## config.mk

```make
export PLATFORM = sky130hd
export DESIGN_NAME = timer_seq_ctrl
export DESIGN_NICKNAME = d
export VERILOG_FILES = /design/src/rtl/timer_seq_ctrl.sv
export SDC_FILE = /design/constraint.sdc
export NUM_CORES = 1
export LEC_CHECK = 0
export BUFFER_PORTS_ARGS = -buffer_cell sky130_fd_sc_hd__buf_2
export CAP_MARGIN = 0
export CORE_UTILIZATION = 25
export CTS_CLUSTER_SIZE = 28
export DETAILED_ROUTE_END_ITERATION = 8
export GPL_TIMING_DRIVEN = 0
export MAX_ROUTING_LAYER = met4
export SLEW_MARGIN = 20
export SYNTH_ARGS = -nofsm -noshare
export SYNTH_HDL_FRONTEND = slang
export SYNTH_SLANG_ARGS = --single-unit
```

## constraint.sdc

```tcl
create_clock -name pclk -period 3.15 [get_ports pclk]
set_input_delay 0 -clock pclk [delete_from_list [all_inputs] [get_ports pclk]]
set_output_delay 0 -clock pclk [all_outputs]
set_load 0.02 [all_outputs]
```

## src/rtl/timer_seq_ctrl.sv

```systemverilog
// APB master sequencer that programs the 8-bit timer, services its overflow or
// underflow flag for a commanded number of periods, then stops it and reports.
module timer_seq_ctrl #(
    parameter logic [7:0]  ADDR_TDR = 8'h00,
    parameter logic [7:0]  ADDR_TCR = 8'h01,
    parameter logic [7:0]  ADDR_TSR = 8'h02,
    parameter int unsigned POLL_GAP = 4
) (
    input  logic       pclk,
    input  logic       presetn,
    input  logic       start,
    input  logic       abort,
    input  logic [7:0] reload_val,
    input  logic       mode_updw,
    input  logic [1:0] cks,
    input  logic [7:0] periods,
    output logic       busy,
    output logic       done,
    output logic       err,
    output logic [7:0] event_cnt,
    output logic       psel,
    output logic       penable,
    output logic       pwrite,
    output logic [7:0] paddr,
    output logic [7:0] pwdata,
    input  logic [7:0] prdata,
    input  logic       pready,
    input  logic       pslverr
);

    localparam int unsigned GAP_W = (POLL_GAP > 1) ? $clog2(POLL_GAP) : 1;
    localparam logic [GAP_W-1:0] GAP_LOAD = GAP_W'(POLL_GAP - 1);

    typedef enum logic [3:0] {
        S_IDLE,
        S_CHK_TSR,
        S_CLR0,
        S_WR_TDR,
        S_LOAD,
        S_RUN,
        S_GAP,
        S_POLL,
        S_ACK,
        S_STOP,
        S_DONE
    } state_t;

    typedef enum logic [1:0] {
        PH_IDLE,
        PH_SETUP,
        PH_ACCESS
    } phase_t;

    state_t           state;
    state_t           state_nx;
    state_t           after_xfer;
    phase_t           phase;
    phase_t           phase_nx;
    logic [GAP_W-1:0] gap_cnt;

    logic [7:0] reload_r;
    logic       mode_r;
    logic [1:0] cks_r;
    logic [7:0] periods_r;
    logic       abort_pend;

    logic       bus_state;
    logic       xfer_done;
    logic       abort_any;
    logic       accept;
    logic [7:0] flag_mask;
    logic       flag_hit;
    logic       flag_bad;
    logic [7:0] tcr_base;
    logic [7:0] cnt_inc;

    assign bus_state = (state == S_CHK_TSR) || (state == S_CLR0) || (state == S_WR_TDR) ||
                       (state == S_LOAD) || (state == S_RUN) || (state == S_POLL) ||
                       (state == S_ACK) || (state == S_STOP);
    assign xfer_done = bus_state && (phase == PH_ACCESS) && pready;
    assign abort_any = abort || abort_pend;
    assign accept    = (state == S_IDLE) && start;
    assign flag_mask = mode_r ? 8'h02 : 8'h01;
    assign flag_hit  = |(prdata & flag_mask);
    assign flag_bad  = |(prdata & ~flag_mask);
    assign tcr_base  = {2'b00, mode_r, 3'b000, cks_r};
    assign cnt_inc   = (event_cnt == 8'hFF) ? 8'hFF : event_cnt + 8'h01;

    // State, bus phase and gap counter; reset drops any transfer in flight.
    always_ff @(posedge pclk or negedge presetn) begin
        if (!presetn) begin
            state   <= S_IDLE;
            phase   <= PH_IDLE;
            gap_cnt <= '0;
        end else begin
            state <= state_nx;
            phase <= phase_nx;
            if ((state_nx == S_GAP) && (state != S_GAP)) begin
                gap_cnt <= GAP_LOAD;
            end else if ((state == S_GAP) && (gap_cnt != '0)) begin
                gap_cnt <= gap_cnt - GAP_W'(1);
            end
        end
    end

    // Destination once the current transfer completes; errors outrank abort.
    always_comb begin
        after_xfer = S_STOP;
        if (state == S_STOP) begin
            after_xfer = S_DONE;
        end else if (pslverr || ((state == S_POLL) && flag_bad) || abort_any) begin
            after_xfer = S_STOP;
        end else begin
            case (state)
                S_CHK_TSR: after_xfer = (prdata != 8'h00) ? S_CLR0 : S_WR_TDR;
                S_CLR0:    after_xfer = S_WR_TDR;
                S_WR_TDR:  after_xfer = S_LOAD;
                S_LOAD:    after_xfer = S_RUN;
                S_RUN:     after_xfer = S_GAP;
                S_POLL:    after_xfer = flag_hit ? S_ACK : S_GAP;
                S_ACK:     after_xfer = (cnt_inc == periods_r) ? S_STOP : S_GAP;
                default:   after_xfer = S_STOP;
            endcase
        end
    end

    // Next state; a poll entered from GAP skips its idle phase since GAP already idled the bus.
    always_comb begin
        state_nx = state;
        phase_nx = phase;
        case (state)
            S_IDLE: begin
                if (start) begin
                    state_nx = (periods == 8'h00) ? S_DONE : S_CHK_TSR;
                    phase_nx = PH_IDLE;
                end
            end
            S_GAP: begin
                if (abort_any) begin
                    state_nx = S_STOP;
                    phase_nx = PH_SETUP;
                end else if (gap_cnt == '0) begin
                    state_nx = S_POLL;
                    phase_nx = PH_SETUP;
                end
            end
            S_DONE: begin
                state_nx = S_IDLE;
                phase_nx = PH_IDLE;
            end
            default: begin
                case (phase)
                    PH_IDLE: begin
                        if (abort_any && (state != S_STOP)) begin
                            state_nx = S_STOP;
                        end
                        phase_nx = PH_SETUP;
                    end
                    PH_SETUP: phase_nx = PH_ACCESS;
                    default: begin
                        if (pready) begin
                            state_nx = after_xfer;
                            phase_nx = PH_IDLE;
                        end
                    end
                endcase
            end
        endcase
    end

    // Run parameters, sticky error, event counter and latched abort request.
    always_ff @(posedge pclk or negedge presetn) begin
        if (!presetn) begin
            reload_r   <= 8'h00;
            mode_r     <= 1'b0;
            cks_r      <= 2'b00;
            periods_r  <= 8'h00;
            err        <= 1'b0;
            event_cnt  <= 8'h00;
            abort_pend <= 1'b0;
        end else if (accept) begin
            reload_r   <= reload_val;
            mode_r     <= mode_updw;
            cks_r      <= cks;
            periods_r  <= periods;
            err        <= 1'b0;
            event_cnt  <= 8'h00;
            abort_pend <= 1'b0;
        end else begin
            if (xfer_done && (pslverr || ((state == S_POLL) && flag_bad))) begin
                err <= 1'b1;
            end
            if (xfer_done && (state == S_ACK)) begin
                event_cnt <= cnt_inc;
            end
            if (abort && (state != S_IDLE) && (state != S_DONE) && (state != S_STOP)) begin
                abort_pend <= 1'b1;
            end
        end
    end

    // Bus and status outputs decoded from state and phase; address and data hold for the whole state.
    always_comb begin
        psel    = bus_state && (phase != PH_IDLE);
        penable = bus_state && (phase == PH_ACCESS);
        busy    = (state != S_IDLE) && (state != S_DONE);
        done    = (state == S_DONE);
        pwrite  = 1'b0;
        paddr   = 8'h00;
        pwdata  = 8'h00;
        case (state)
            S_CHK_TSR: begin
                paddr = ADDR_TSR;
            end
            S_CLR0: begin
                pwrite = 1'b1;
                paddr  = ADDR_TSR;
            end
            S_WR_TDR: begin
                pwrite = 1'b1;
                paddr  = ADDR_TDR;
                pwdata = reload_r;
            end
            S_LOAD: begin
                pwrite = 1'b1;
                paddr  = ADDR_TCR;
                pwdata = tcr_base | 8'h80;
            end
            S_RUN: begin
                pwrite = 1'b1;
                paddr  = ADDR_TCR;
                pwdata = tcr_base | 8'h10;
            end
            S_POLL: begin
                paddr = ADDR_TSR;
            end
            S_ACK: begin
                pwrite = 1'b1;
                paddr  = ADDR_TSR;
            end
            S_STOP: begin
                pwrite = 1'b1;
                paddr  = ADDR_TCR;
            end
            default: begin
                pwrite = 1'b0;
            end
        endcase
    end

endmodule

```

==> impl_metrics.toml, run 1 <==
[synthesis]
synthTopCellsByArea = "dfrtp_1 (34%), nand2_1 (12%), nor2_1 (4.9%)"
synth.largest_area_cell = "dfrtp_1"
async_flop_share_pct = 100
netlist_area_sq_mm = 0.00274
ys_ff_latch = 37
synth.avg_cell_area_sq_um = 7.68
yosysWarnings = 0
synth_seq_area_share_pct = 33.8
yosysUniqueCellTypes = 61
yosys.area.top_type_share_pct = 33.8
syn_inst = 357
synth_ff_type = "dfrtp_1"
synth_edf_count = 0

[power_and_ir_drop]
pwr-share-clk_pct = 21.4
vdd_drop_max_uv = 205
pwr-share-comb_pct = 47.6
p_sw_w = 0.000943
p_seq_share_pct = 31.0
swShare_pct = 44.7
power.total_w = 0.00211
power_density_mw_per_mm2 = 598
intPower_w = 0.00117
p_leak_nw = 1.60

[status]
status = "finished, final reports clean"

[hold_path]
whs_path_depth = 3
hp-class = "input port to flop"

[placement]
detailed_place_hpwl_um = 6710
port_buffers = 56
gp_congestion = 0.898
post-place-ws_ns = 0.310
placedCellCount = 554

[clock_tree]
clock-sinks = 37
cts_tree = "built"
clk_latency_ns = 0.30
cts_max_level = 2
clock_path_buffers = 2
clk_pin_slew_ns = 0.08
cts_root_buf = "clkbuf_8"
numCtsBuffers = 5
post-cts-setup-buffers = 0
cts_resized = 0

[worst_setup_path]
crit_required_ns = 3.33
cp-end-kind = "flop"
path_cells = "ha_1 -> buf_6 -> and3_1 -> buf_6 -> and2_4 -> buf_6 -> or3_4 -> a2111oi_4 -> o21ai_2 -> o311ai_2 -> nand2_1"
path_max_fanout = 10
cp.depth = 11
cp_top_family = "compound AO/OA/AOI/OAI gates"
start_kind = "flop"
path_class = "flop to flop"
r2r_cells = 11
cp_data_arrival_time_ns = 3.04
crit_slowest_cell = "dfrtp_1"
cpMostUsedCell = "buf_6"
critPathBufInv = 3
max_stage_delay_ns = 0.50

[cells_and_area]
antenna_cells = 0
mostFrequentLayoutCells = "nand2_1 (84), buf_2 (59), dfrtp_1 (37), nor2_1 (36), dlygate4sd3_1 (20)"
layout-drive-gt1-share_pct = 18.6
fin_nets = 480
layout.cells.non_filler = 582
final.fill_count = 1154
syn_to_final_growth_pct = 28.8
layout_commonest_cell = "nand2_1"

[sta]
final_max_slew_viol_count = 0
slew_headroom_pct = 43.0
tns_ns = 0
tightestPinTransition_ns = 0.855
rsz0062_at_grt = "false"
fmax_mhz = 350
holdWs_ns = 0.0444
finalClockSkew_ns = 0.00804
min_period_over_period_pct = 90.7
setup_ws_ns = 0.293
period_minus_slack_ns = 2.86
setup-violations-final = 0
final-hold-violation-count = 0

[drt]
first_pass_iters = 5
ant_nets = 0
drt_iter0_drc = 209
remaining_drc_errors = 0
num_vias = 3001
wl_per_cell_um = 15.5
via_per_inst = 5.16
drt-total-wl_um = 9030

[global_route]
use_met2_pct = 25.7
grt.busiest_layer = "met2"
antenna_found_initial = 0
grt_usage_pct = 17.2
grt.met1_usage_pct = 23.8
grt_max_degree = 38
grt_pass1_vias = 2836
grt_pass1_wl_um = 14800
met3_usage_pct = 2.55
grt-ovfl-total = 0

[flow_run]
maxCapViolations = 0

[die]
core_sq_mm = 0.0105
initial_core_util_pct = 26.2
die-area_sq_mm = 0.0114
rows = 37
io_pins = 63
die_w_um = 107
die_y_um = 107
## worst paths after layout
kind | start | end | slack [ns]
max | event_cnt[0] | gap_cnt[1] | 0.29
min | abort | abort_pend | 0.04
max reg2reg | event_cnt[0] | gap_cnt[1] | 0.29
min reg2reg | reload_r[4] | reload_r[4] | 0.48
max in group asynchronous | presetn | periods_r[3] | 2.25
min in group asynchronous | presetn | mode_r | 0.35
## timing repair
| item | in CTS | in global routing |
|---|---|---|
| endpoints found under the hold margin | 56 | 0 |
| setup endpoints to repair | 0 | 0 |
| hold buffers | 20 | 0 |
## routing by layer
layer	vias up	share of wire [%]
met2	116	45
met5	-	0
met3	16	5.8
met1	1428	47
li1	1441	-
met4	0	1.9
## cell usage after synthesis (4+ instances only)
cell type  instances
a31oi_1            4
nand2_1           84
inv_1              7
nor4_1             8
clkbuf_1          14
and2_1             5
and3_1             8
nand3_1            9
o21ai_0           13
nor3_1             7
a211oi_1           5
dfrtp_1           37
a21oi_1           16
o211ai_1           5
nor2_1            36
and4_1             4
a311oi_1           6
buf_4              6
xnor2_1            6
nor2b_1            8
or3_1              5
## area by class of cell
cell class	instances	area [sq um]	area share, %
Clock buffer	6	82.6	2.34
Clock inverter	2	37.5	1.06
Sequential cell	37	926	26.2
Tap cell	136	170	4.82
Timing Repair Buffer	76	480	13.6
Buffer	27	150	4.25
Inverter	7	26.3	0.744
Multi-Input combinational cell	291	1660	46.9
## power groups by stage
stage | sequential (W) | combinational (W) | clock, W
after floorplan | 0.000651 | 0.000676 | 0
after detailed placement | 0.000663 | 0.000971 | 0
after global placement | 0.000661 | 0.000969 | 0
after global routing | 0.000671 | 0.00111 | 0.000480
final | 0.000654 | 0.00100 | 0.000450
after CTS | 0.000655 | 0.000994 | 0.000460
## flip-flops by register name, indices dropped and copies added, names as in the netlist
| signal | flops |
|---|---|
| periods_r | 8 |
| event_cnt | 8 |
| state | 4 |
| cks_r | 2 |
| gap_cnt | 2 |
| reload_r | 8 |
| err | 1 |
| mode_r | 1 |
| phase | 2 |
| abort_pend | 1 |
## cells by family (layout without fill, tap and decap cells)
logic type / count (synthesis) / after routing / share of synthesized area, %
and+or+nand+nor: 194 / 194 / 34.4
AOI/OAI and AO/OA: 78 / 78 / 20.6
DFF: 37 / 37 / 33.8
buffers and inverters: 34 / 118 / 6.44
xor gates and xnor gates: 8 / 8 / 2.56
muxes: 3 / 3 / 1.10
adders and majority gates: 2 / 2 / 0.913
other: 1 / 6 / 0.137
## worst reg2reg max path: cells and delay by family (launching register included)
kind | cells | cell delay (ns)
compound gates | 3 | 0.79
flops | 1 | 0.50
buf+inv | 3 | 0.40
simple gates | 4 | 0.78
fa+ha+maj | 1 | 0.26
## metrics by stage
| step | utilization, % | instance area (sq um) |
|---|---|---|
| 3_3_place_gp | 30.7 | 3210 |
| 3_5_place_dp | 30.7 | 3210 |
| 5_1_grt | 33.7 | 3530 |
| 2_1_floorplan | - | 2760 |
| 6_report | 33.7 | 3530 |
| 4_1_cts | 33.7 | 3530 |
(Power assumes the default switching activity.)
==> inputs of run 2 (changes only) <==
Settings changed: CORE_UTILIZATION 25 to 55, PLACE_DENSITY from default to 0.81.
==> run 2 against run 1 <==
  * Largest cell class unchanged
  * Via count up 3.0%
  * First-iteration DRC count increased by 140%
  * Critical path depth did not move
==> impl_metrics.toml, run 2 (synthesized netlist as in run 1, its figures left out) <==
[sta]
slew_headroom_pct = 44.6
min_period_over_period_pct = 90.7
finalClockSkew_ns = 0.00996
rsz0062_at_grt = "false"
tns_ns = 0
fmax_mhz = 350
period_minus_slack_ns = 2.86
final-hold-violation-count = 0
final_max_slew_viol_count = 0
setup-violations-final = 0
tightestPinTransition_ns = 0.830

[hold_path]
hold_start = "abort"
hold_end = "abort_pend"
whs_path_depth = 3
hp-class = "input port to flop"

[clock_tree]
post-cts-setup-buffers = 0
clock-sinks = 37
clk_pin_slew_ns = 0.08
clock_path_buffers = 2
cts_max_level = 2
cts_tree = "built"
cts_root_buf = "clkbuf_8"
numCtsBuffers = 5
hold_buffers = 20
cts_resized = 0
clk_latency_ns = 0.29

[die]
io_pins = 63
die_w_um = 72.6
core_sq_mm = 0.00475
die_y_um = 72.6
rows = 25
die-area_sq_mm = 0.00527
initial_core_util_pct = 57.6

[cells_and_area]
layout-drive-gt1-share_pct = 18.4
layout_commonest_cell = "nand2_1"
final.fill_count = 399
antenna_cells = 0
mostFrequentLayoutCells = "nand2_1 (84), buf_2 (59), dfrtp_1 (37), nor2_1 (36), dlygate4sd3_1 (20)"
syn_to_final_growth_pct = 25.3
fin_area_sq_mm = 0.00343
top_regs = "event_cnt: 8 flops, periods_r: 8 flops, reload_r: 8 flops"
fin_nets = 480

[worst_setup_path]
start_kind = "flop"
path_max_fanout = 10
cp-end-kind = "flop"
r2r_end = "gap_cnt[1]"
r2r_cells = 11
crit_required_ns = 3.33
cp_data_arrival_time_ns = 3.03
r2r-start = "event_cnt[0]"
r2r_slack_ns = 0.29
path_class = "flop to flop"

[placement]
detailed_place_hpwl_um = 5790
port_buffers = 56
place_area_sq_mm = 0.00312
gp_congestion = 1.05

[global_route]
grt_max_degree = 38
grt_usage_pct = 34.6
grt-ovfl-total = 0
antenna_found_initial = 0
grt_pass1_vias = 2705
grt_pass1_wl_um = 13600

[drt]
first_pass_iters = 5
remaining_drc_errors = 0
via_per_inst = 6.03
wl_per_cell_um = 16.4
drt_iter0_drc = 502
drt-total-wl_um = 8390
ant_nets = 0
num_vias = 3091

[power_and_ir_drop]
vdd_drop_max_uv = 320
p_leak_nw = 1.60
power_density_mw_per_mm2 = 609

[status]
status = "finished, final reports clean"

[flow_run]
maxCapViolations = 0
## run 2: worst max path at each step
stage	slack, ns	cells after the start	endpoint	startpoint
6_report	0.29	11	gap_cnt[1]	event_cnt[0]
5_1_grt	0.16	11	gap_cnt[1]	event_cnt[0]
4_1_cts	0.30	11	gap_cnt[1]	event_cnt[0]
3_5_place_dp	0.33	11	gap_cnt[1]	event_cnt[0]
3_3_place_gp	0.36	11	gap_cnt[1]	event_cnt[0]
2_1_floorplan	0.46	11	gap_cnt[1]	event_cnt[0]
## run 2: area by class of cell
type	instances	area, sq um	share of cell area, %
multi-input cells	291	1660	48.2
flip-flops and latches	37	926	27.0
repair buffers	76	480	14.0
plain buffers	27	150	4.37
well taps	67	83.8	2.44
clock buffers	6	72.6	2.11
clock inverters	2	38.8	1.13
inverters	7	26.3	0.765
## run 2: where the power goes
part / leakage, nW / internal, W / switching (W) / total (W)
registers: 0.477 / 0.000552 / 0.000103 / 0.000656
clock network: 0.0554 / 0.000238 / 0.000183 / 0.000421
logic: 1.07 / 0.000357 / 0.000659 / 0.00102
total: 1.60 / 0.00115 / 0.000945 / 0.00209
## run 2: per-layer routing
layer  wire, um  GRT usage [%]  up-vias
met4        125           8.71        0
met5          0              -        -
li1           -              -     1455
met3        776           5.66       18
met2       3760           50.7      193
met1       3730           49.9     1425
## run 2: worst max-delay path, stage by stage, from the launching register on
cell,delay (ns)
dfrtp_1,0.51
ha_1,0.27
buf_6,0.14
and3_1,0.18
buf_6,0.14
and2_4,0.13
buf_6,0.13
or3_4,0.39
a2111oi_4,0.31
o21ai_2,0.13
o311ai_2,0.33
nand2_1,0.09
## run 2: metrics by stage
step | util [%] | worst slack (ns) | hold WS [ns] | cells | total power, W
after floorplan | - | 0.460 | -0.296 | 362 | 0.00133
after detailed placement | 65.7 | 0.327 | 0.143 | 485 | 0.00161
after global placement | 65.7 | 0.356 | 0.133 | 485 | 0.00160
after CTS | 72.2 | 0.305 | 0.0119 | 513 | 0.00206
after global routing | 72.2 | 0.160 | 0.0984 | 513 | 0.00222
final | 72.2 | 0.294 | 0.0124 | 513 | 0.00209
